[config.mk]
export PLATFORM = sky130hd
export DESIGN_NAME = lifo_stack_hs
export DESIGN_NICKNAME = d
export VERILOG_FILES = /design/src/rtl/lifo_stack_hs.sv
export SDC_FILE = /design/constraint.sdc
export NUM_CORES = 1
export LEC_CHECK = 0
export BUFFER_PORTS_ARGS = -buffer_cell sky130_fd_sc_hd__buf_2
export CAP_MARGIN = 5
export CELL_PAD_IN_SITES_DETAIL_PLACEMENT = 1
export CELL_PAD_IN_SITES_GLOBAL_PLACEMENT = 2
export CORE_MARGIN = 2
export CORE_UTILIZATION = 38
export CTS_BUF_LIST = sky130_fd_sc_hd__clkbuf_4
export CTS_CLUSTER_DIAMETER = 150
export DETAILED_ROUTE_END_ITERATION = 10
export PLACE_DENSITY = 0.77
export SYNTH_ARGS = -nofsm -noshare
export SYNTH_HDL_FRONTEND = slang
export SYNTH_SLANG_ARGS = --single-unit
[constraint.sdc]
create_clock -name clk -period 2.9 [get_ports clk]
set_clock_uncertainty 0.15 [all_clocks]
set_input_delay 0.435 -clock clk [delete_from_list [all_inputs] [get_ports clk]]
set_output_delay 0.435 -clock clk [all_outputs]
set_load 0.02 [all_outputs]
[src/rtl/lifo_stack_hs.sv]
// -----------------------------------------------------------------------------
// lifo_stack_hs
//   Single-clock LIFO stack used as an operand / return-address store beside
//   the datapath. Accepts one operation per clock with no idle cycles:
//   push, pop, or push+pop together (replace top, or bypass when empty).
//   A popped word is registered onto data_out with a one-cycle out_valid
//   strobe. The current top of stack is visible combinationally on top.
//   Rejected pushes (full) and rejected pops (empty) set sticky error flags.
//
//   Optional feature macro: LIFO_HIGH_WATER_EN
//     defined     : high_water holds the peak occupancy since reset/clr
//     not defined : high_water is tied to zero and no register exists
//
// Parameters
//   WIDTH       data word width in bits (>=1)
//   DEPTH       number of entries (>=2, need not be a power of two)
//   CW          width of count/high_water, $clog2(DEPTH+1)
//
// Ports
//   clk         rising-edge clock
//   rst         synchronous reset, active low
//   clr         synchronous soft clear: empties stack, clears error flags
//   push        push request, data_in sampled on the same edge
//   pop         pop request
//   data_in     word to push
//   data_out    registered popped word (holds between pops)
//   out_valid   one-cycle strobe: data_out was updated by an accepted pop
//   top         combinational peek of the top entry, 0 when empty
//   count       current occupancy, 0..DEPTH
//   full        count == DEPTH
//   empty       count == 0
//   ovf_err     sticky: a push was rejected because the stack was full
//   unf_err     sticky: a pop was rejected because the stack was empty
//   high_water  peak occupancy since reset/clr (see macro above)
// -----------------------------------------------------------------------------
module lifo_stack_hs #(
   parameter int  WIDTH = 8,
   parameter int  DEPTH = 8,
   localparam int CW    = $clog2(DEPTH + 1)
) (
   input  logic             clk,
   input  logic             rst,
   input  logic             clr,
   input  logic             push,
   input  logic             pop,
   input  logic [WIDTH-1:0] data_in,
   output logic [WIDTH-1:0] data_out,
   output logic             out_valid,
   output logic [WIDTH-1:0] top,
   output logic [CW-1:0]    count,
   output logic             full,
   output logic             empty,
   output logic             ovf_err,
   output logic             unf_err,
   output logic [CW-1:0]    high_water
);

   localparam int AW = (DEPTH > 1) ? $clog2(DEPTH) : 1;

   logic [WIDTH-1:0] mem_q [DEPTH];

   logic [CW-1:0]    count_q,     count_d;
   logic [WIDTH-1:0] data_out_q,  data_out_d;
   logic             out_valid_q, out_valid_d;
   logic             ovf_err_q,   ovf_err_d;
   logic             unf_err_q,   unf_err_d;

   logic             mem_we;
   logic [AW-1:0]    mem_waddr;
   logic [AW-1:0]    top_idx;

   assign full    = (count_q == CW'(DEPTH));
   assign empty   = (count_q == '0);
   // Index of the current top entry; only meaningful when not empty.
   assign top_idx = AW'(count_q - CW'(1));
   assign top     = empty ? '0 : mem_q[top_idx];

   always_comb begin
      // NOTE: every signal gets a default before any branch so that no path
      // leaves it unassigned; otherwise synthesis infers a latch.
      count_d     = count_q;
      data_out_d  = data_out_q;
      out_valid_d = 1'b0;
      ovf_err_d   = ovf_err_q;
      unf_err_d   = unf_err_q;
      mem_we      = 1'b0;
      mem_waddr   = top_idx;

      if (clr) begin
         count_d   = '0;
         ovf_err_d = 1'b0;
         unf_err_d = 1'b0;
      end else begin
         unique case ({push, pop})
            2'b10: begin
               if (!full) begin
                  mem_we    = 1'b1;
                  mem_waddr = AW'(count_q);
                  count_d   = count_q + CW'(1);
               end else begin
                  ovf_err_d = 1'b1;
               end
            end
            2'b01: begin
               if (!empty) begin
                  data_out_d  = mem_q[top_idx];
                  out_valid_d = 1'b1;
                  count_d     = count_q - CW'(1);
               end else begin
                  unf_err_d = 1'b1;
               end
            end
            2'b11: begin
               out_valid_d = 1'b1;
               if (!empty) begin
                  // Replace: return the old top and overwrite it in place,
                  // so occupancy is unchanged and full is not an error.
                  data_out_d = mem_q[top_idx];
                  mem_we     = 1'b1;
               end else begin
                  // Bypass: the pushed word goes straight out, nothing stored.
                  data_out_d = data_in;
               end
            end
            default: ;
         endcase
      end
   end

   always_ff @(posedge clk) begin
      // NOTE: sequential state uses non-blocking assignments so every flop
      // samples the pre-edge values regardless of statement order.
      if (!rst) begin
         count_q     <= '0;
         data_out_q  <= '0;
         out_valid_q <= 1'b0;
         ovf_err_q   <= 1'b0;
         unf_err_q   <= 1'b0;
      end else begin
         count_q     <= count_d;
         data_out_q  <= data_out_d;
         out_valid_q <= out_valid_d;
         ovf_err_q   <= ovf_err_d;
         unf_err_q   <= unf_err_d;
      end
   end

   // NOTE: the storage array is deliberately not reset; occupancy is tracked
   // by count_q, so stale words are never observed and the array can map to
   // plain RAM/flops without a reset network.
   always_ff @(posedge clk) begin
      if (rst && !clr && mem_we) begin
         mem_q[mem_waddr] <= data_in;
      end
   end

`ifdef LIFO_HIGH_WATER_EN
   logic [CW-1:0] high_water_q, high_water_d;

   // Compare against the next count so the peak is captured on the same edge.
   always_comb begin
      high_water_d = high_water_q;
      if (clr) begin
         high_water_d = '0;
      end else if (count_d > high_water_q) begin
         high_water_d = count_d;
      end
   end

   always_ff @(posedge clk) begin
      if (!rst) begin
         high_water_q <= '0;
      end else begin
         high_water_q <= high_water_d;
      end
   end

   assign high_water = high_water_q;
`else
   assign high_water = '0;
`endif

   assign count     = count_q;
   assign data_out  = data_out_q;
   assign out_valid = out_valid_q;
   assign ovf_err   = ovf_err_q;
   assign unf_err   = unf_err_q;

endmodule
==> results_dict.tcl, run 1 <==
set metrics [dict create \
    mostFrequentLayoutCell "edfxtp_1" \
    setup-tns-final_ns -0.00989 \
    grt_pass1_wl_mm 13.4 \
    timing.final.crit_share_pct 100 \
    holdWs_ns 0.158 \
    clk_pin_slew_worst_paths_ns 0.15 \
    synth_area_leader_cell "edfxtp_1" \
    min_path_type "in -> reg" \
    worstRegToRegCells 6 \
    grt_setup_unrepaired "yes" \
    viasPerCell 5.57 \
    holdPathEnd "mem_q[0][7]" \
    clkLatencyLatePin_ns 0.43 \
    ys_ff_latch 79 \
    power_mw 2.23 \
    clock_sinks 79 \
    synth-edff-count 64 \
    setup_ws_ns -0.00989 \
    min_from "data_in[7]" \
    r2r_setup_slack_ns 0.23 \
    maxSlewHeadroom_pct 56.8 \
    area_delta_synth_final_pct 21.8 \
    drc_errors 0 \
    ys_seq_area_share_pct 64.2 \
    cts_tree "built" \
    fill_cells 880 \
    cts_buffers 9 \
    status "complete, but fails checks" \
    maxCapViolCount 0 \
    async_flop_share_pct 0 \
    endpoint_kind "primary output" \
    grt_pass1_vias 2383 \
    via_count 2256 \
    p_comb_share_pct 15.1 \
    start_kind "flop" \
    switching_power_uw 645 \
    reg2reg_from "count[0]" \
    die_w_um 99.5 \
    start_util_pct 39.5 \
    drtIter0Drc 100 \
    p_int_mw 1.59 \
    violations "negative setup slack" \
    leakagePower_nw 1.50 \
    io_pins 42 \
    synth-main-ff-cell "edfxtp_1" \
    grt_max_degree 20 \
    worst_pin_slew_ns 0.647 \
    root_buffer "clkbuf_4" \
    grtUsageTotal_pct 18.3 \
    ff_latch_area_sq_um 2230 \
    setup_viol 1 \
    period_needed_ns 2.91 \
    hpwl_mm 5.57 \
    arrival_ns 2.32 \
    gp_congestion 0.758 \
    hold_path_depth 1 \
    antenna_found_initial 1 \
    nets 307 \
    core_area_sq_um 8760 \
    avgRoutedWirePerCell_um 20.7 \
    p_seq_share_pct 55.7 \
    drt_pass1_iterations 4 \
    syn_area_sq_um 3460 \
    sw_frac_of_total_pct 28.9 \
    synth_cell_types 43 \
    cp_max_fo 5 \
    final_cell_mix "edfxtp_1 (64), buf_2 (33), buf_4 (23)" \
    multiInputGateArea_sq_um 1280 \
    wl_mm 8.39 \
    power.density_nw_per_um2 529 \
    num_rows 34 \
    worstPathRequired_ns 2.32 \
    fmax_ghz 0.344 \
    finalHoldViolCount 0 \
    yosys.area.top_type_share_pct 55.5 \
    drv_slew 0 \
    ys_warn_count 0 \
    dpl_worst_slack_ns 0.118 \
    drive_above_1_share_pct 39.5 \
    critical_path_class "reg -> out" \
    ant_nets 0 \
    grt_overflow 0 \
    rr_endpoint "mem_q[2][3]" \
    die_h_um 99.5 \
    yosys-top-cells-area "edfxtp_1 (56%), mux4_2 (10%), dfxtp_1 (8.7%)" \
    startpoint "count[0]" \
    die_area_sq_um 9890 \
    portBuffers 37 \
    syn_inst 235 \
    p_clk_share_pct 29.1 \
    syn_avg_cell_area_sq_um 14.7 \
    peakVddDrop_mv 0.186 \
    cts_max_level 3 \
    ctsHoldBuffers 0 \
    clk_path_buf_depth 2 \
]
-- cell usage after synthesis, types with 4 or more instances --
| library cell | number |
|---|---|
| nand2_1 | 9 |
| clkbuf_1 | 9 |
| a21oi_1 | 14 |
| nand2b_1 | 4 |
| mux4_2 | 16 |
| mux2i_1 | 10 |
| edfxtp_1 | 64 |
| dfxtp_1 | 15 |
| o221ai_1 | 8 |
| buf_2 | 4 |
| nand4_1 | 11 |
| nor2_1 | 18 |
| buf_4 | 5 |
-- state kept, by name, indices dropped and copies added (netlist names) --
| name | cells |
|---|---|
| count | 4 |
| data_out | 8 |
| mem_q | 64 |
| out_valid | 1 |
| ovf_err | 1 |
| unf_err | 1 |
-- through the flow --
step / cells / util (%) / area [sq um]
floorplan: 238 / - / 3510
global placement: 380 / 44.2 / 3870
detailed placement: 380 / 44.2 / 3870
CTS: 406 / 48.2 / 4230
global route: 405 / 48.1 / 4220
finish: 405 / 48.1 / 4220
-- routing by layer --
layer	GRT usage (%)	vias up	routed length, um
met4	7.48	0	119
met5	0	-	0
li1	-	1029	-
met1	25.9	1151	3810
met3	4.08	10	429
met2	27.5	66	4040
-- critical path: stages (launching register included) --
cell and delay, ns:
dfxtp_4 0.40, inv_6 0.05, ha_4 0.25, inv_6 0.08
buf_12 0.12, mux4_2 0.54, mux2i_2 0.21, nor2_1 0.08
buf_4 0.16
-- cells by family (layout without fill, tap and decap cells) --
family,after synthesis,count (layout),synth area share (%)
buf+inv,23,81,3.18
compound gates,36,36,6.98
simple gates,62,62,9.83
fa+ha+maj,3,3,1.08
mux,27,27,13.6
other cells,1,5,0.108
xor+xnor,4,4,1.01
flops,79,79,64.2
-- how the worst max path moves through the flow --
stage	end	slack, ns	depth (start not counted)
after CTS	top[5]	-0.09	8
after detailed placement	mem_q[0][6]	0.12	6
after global placement	mem_q[0][7]	0.21	6
after floorplan	mem_q[0][0]	0.01	7
final	top[1]	-0.01	8
after global routing	top[3]	-0.12	8
-- power groups by stage --
stage / Combinational [mW] / Clock, mW / Sequential, mW
CTS: 0.341 / 0.670 / 1.24
finish: 0.338 / 0.650 / 1.24
global route: 0.363 / 0.714 / 1.25
global placement: 0.274 / 0 / 1.27
floorplan: 0.174 / 0 / 1.28
detailed placement: 0.279 / 0 / 1.27
-- repair_timing --
item / CTS / global route
resized for setup: 27 / 10
buffers inserted: 7 / 1
setup endpoints to repair: 8 / 10
pin swaps: 3 / 3
gates cloned: 3 / 0
-- cell type report --
type,count,area share (%)
clock buffer,9,1.60
clock inverter,7,1.60
timing repair buffer,61,9.64
multi-input combinational,136,30.3
tap,108,3.20
antenna,1,0.0593
inverter,4,0.653
sequential,79,52.9
Power figures use the tool's default switching activity.
==> run 2, diff against run 1 <==
--- a/config.mk
+++ b/config.mk
@@ -7,7 +7,7 @@
 export LEC_CHECK = 0
 export BUFFER_PORTS_ARGS = -buffer_cell sky130_fd_sc_hd__buf_2
 export CAP_MARGIN = 5
-export CELL_PAD_IN_SITES_DETAIL_PLACEMENT = 1
+export CELL_PAD_IN_SITES_DETAIL_PLACEMENT = 2
 export CELL_PAD_IN_SITES_GLOBAL_PLACEMENT = 2
 export CORE_MARGIN = 2
 export CORE_UTILIZATION = 38
==> run 2 against run 1 <==
The flow still finishes with violations (negative setup slack). Sequential cell count unchanged. Wire length up 28%. Maximum frequency down 0.97%. Power up 9.1%. Largest cell class unchanged. Highest routed layer unchanged.
==> results_dict.tcl, run 2 (same netlist as run 1, synthesis figures left out) <==
set metrics [dict create \
    area_delta_synth_final_pct 25.4 \
    ctsHoldBuffers 0 \
    fmax_ghz 0.340 \
    antenna_found_initial 0 \
    top_register "mem_q" \
    p_int_mw 1.77 \
    finalHoldViolCount 0 \
    top_usage_layer "met2" \
    power.density_nw_per_um2 560 \
    die_area_sq_um 9890 \
    setup_ws_ns -0.0384 \
    viasPerCell 5.82 \
    num_rows 34 \
    grtUsageTotal_pct 22.9 \
    drt_pass1_iterations 4 \
    grt_pass1_wl_mm 16.7 \
    nets 313 \
    worst_pin_slew_ns 0.758 \
    sw_frac_of_total_pct 27.1 \
    setup_viol 7 \
    largest_reg_flops 64 \
    grt_use_met3_pct 3.72 \
    worstPathRequired_ns 2.32 \
    dpl_worst_slack_ns 0.0611 \
    grt_setup_unrepaired "yes" \
    clkLatencyLatePin_ns 0.42 \
    gr-usage-met2_pct 35.3 \
    timing.final.crit_share_pct 101 \
    drv_slew 0 \
    hpwl_mm 6.42 \
    drtIter0Drc 156 \
    start_util_pct 39.5 \
    switching_power_uw 660 \
    root_buffer "clkbuf_4" \
    endpoint_kind "primary output" \
    holdWs_ns 0.170 \
    portBuffers 37 \
    die_h_um 99.5 \
    status "complete, but fails checks" \
    grt_overflow 0 \
    clock_sinks 79 \
    drc_errors 0 \
    cts_buffers 9 \
    leakagePower_nw 1.55 \
    wl_mm 10.8 \
    ant_nets 0 \
    critical_path_class "reg -> out" \
    maxSlewHeadroom_pct 49.4 \
    n_antenna_cell 0 \
    start_kind "flop" \
    p_seq_share_pct 51.2 \
    via_count 2386 \
    maxCapViolCount 0 \
    arrival_ns 2.35 \
    gp_congestion 0.758 \
    p_clk_share_pct 32.8 \
    use_met1_pct 33.2 \
    die_w_um 99.5 \
    min_path_type "in -> reg" \
    clk_path_buf_depth 2 \
    p_comb_share_pct 16.0 \
    io_pins 42 \
    clk_pin_slew_worst_paths_ns 0.16 \
    cts_tree "built" \
    grt_pass1_vias 2613 \
    drive_above_1_share_pct 41.7 \
    period_needed_ns 2.94 \
    cp_max_fo 5 \
    avgRoutedWirePerCell_um 26.3 \
    final_cell_mix "edfxtp_1 (64), buf_2 (33), buf_4 (26)" \
    core_area_sq_um 8760 \
    violations "negative setup slack" \
    mostFrequentLayoutCell "edfxtp_1" \
    grt_max_degree 20 \
    cts_max_level 3 \
    peakVddDrop_mv 0.334 \
]
## run 2: cell count changes in the layout (fill, tap and decap cells not counted), sizes merged
cell / delta
buf: +6
bufinv: +2
clkbuf: +1
clkinvlp: +1
diode: -1
inv: -4
## run 2: critical path: stages, from the launching register on
cell and delay [ns]:
dfxtp_4 0.39, inv_4 0.10, ha_4 0.23, inv_8 0.10, buf_12 0.13, mux4_2 0.56, mux2i_2 0.21, nor2_1 0.06
buf_2 0.15
## run 2: power by group through the flow
| stage | combinational [mW] | sequential (mW) | clock [mW] |
|---|---|---|---|
| after CTS | 0.350 | 1.24 | 0.791 |
| after floorplan | 0.174 | 1.28 | 0 |
| after global placement | 0.274 | 1.27 | 0 |
| after global routing | 0.415 | 1.25 | 0.864 |
| final | 0.390 | 1.25 | 0.798 |
| after detailed placement | 0.289 | 1.27 | 0 |
## run 2: through the flow
stage | TNS [ns] | instances | power, mW | util [%] | instance area [sq um]
floorplan | 0 | 238 | 1.46 | - | 3510
global placement | 0 | 380 | 1.54 | 44.2 | 3870
detailed placement | 0 | 380 | 1.56 | 44.2 | 3870
CTS | -0.0739 | 405 | 2.39 | 48.5 | 4250
global route | -0.972 | 410 | 2.53 | 49.6 | 4340
finish | -0.176 | 410 | 2.43 | 49.6 | 4340
## run 2: cell type report
cell class / instances / area [sq um]
Clock buffer: 10 / 75.1
Sequential cell: 79 / 2230
Inverter: 4 / 30.0
Multi-Input combinational cell: 136 / 1290
Fill cell: 832 / 4420
Tap cell: 108 / 135
Clock inverter: 6 / 92.6
Timing Repair Buffer: 67 / 492
## run 2: final timing paths
kind	startpoint	to	slack, ns	depth (start not counted)
worst max register to register	count[0]	mem_q[2][2]	0.14	6
worst max-delay path	count[0]	top[1]	-0.04	8
worst min register to register	unf_err	unf_err	0.35	2
worst min-delay path	data_in[6]	mem_q[0][6]	0.17	1
## run 2: what timing repair did
item | 4_1_cts | 5_1_grt
setup buffers | 6 | 5
setup endpoints to repair | 8 | 8
pin swaps | 1 | 1
resized for setup | 26 | 15
gates cloned | 3 | 0
## run 2: per-layer routing
layer  up-vias  routed length (um)
li1       1041                   -
met1      1248                4830
met2        83                5200
met3        14                 558
met4         0                 191
met5         -                   0
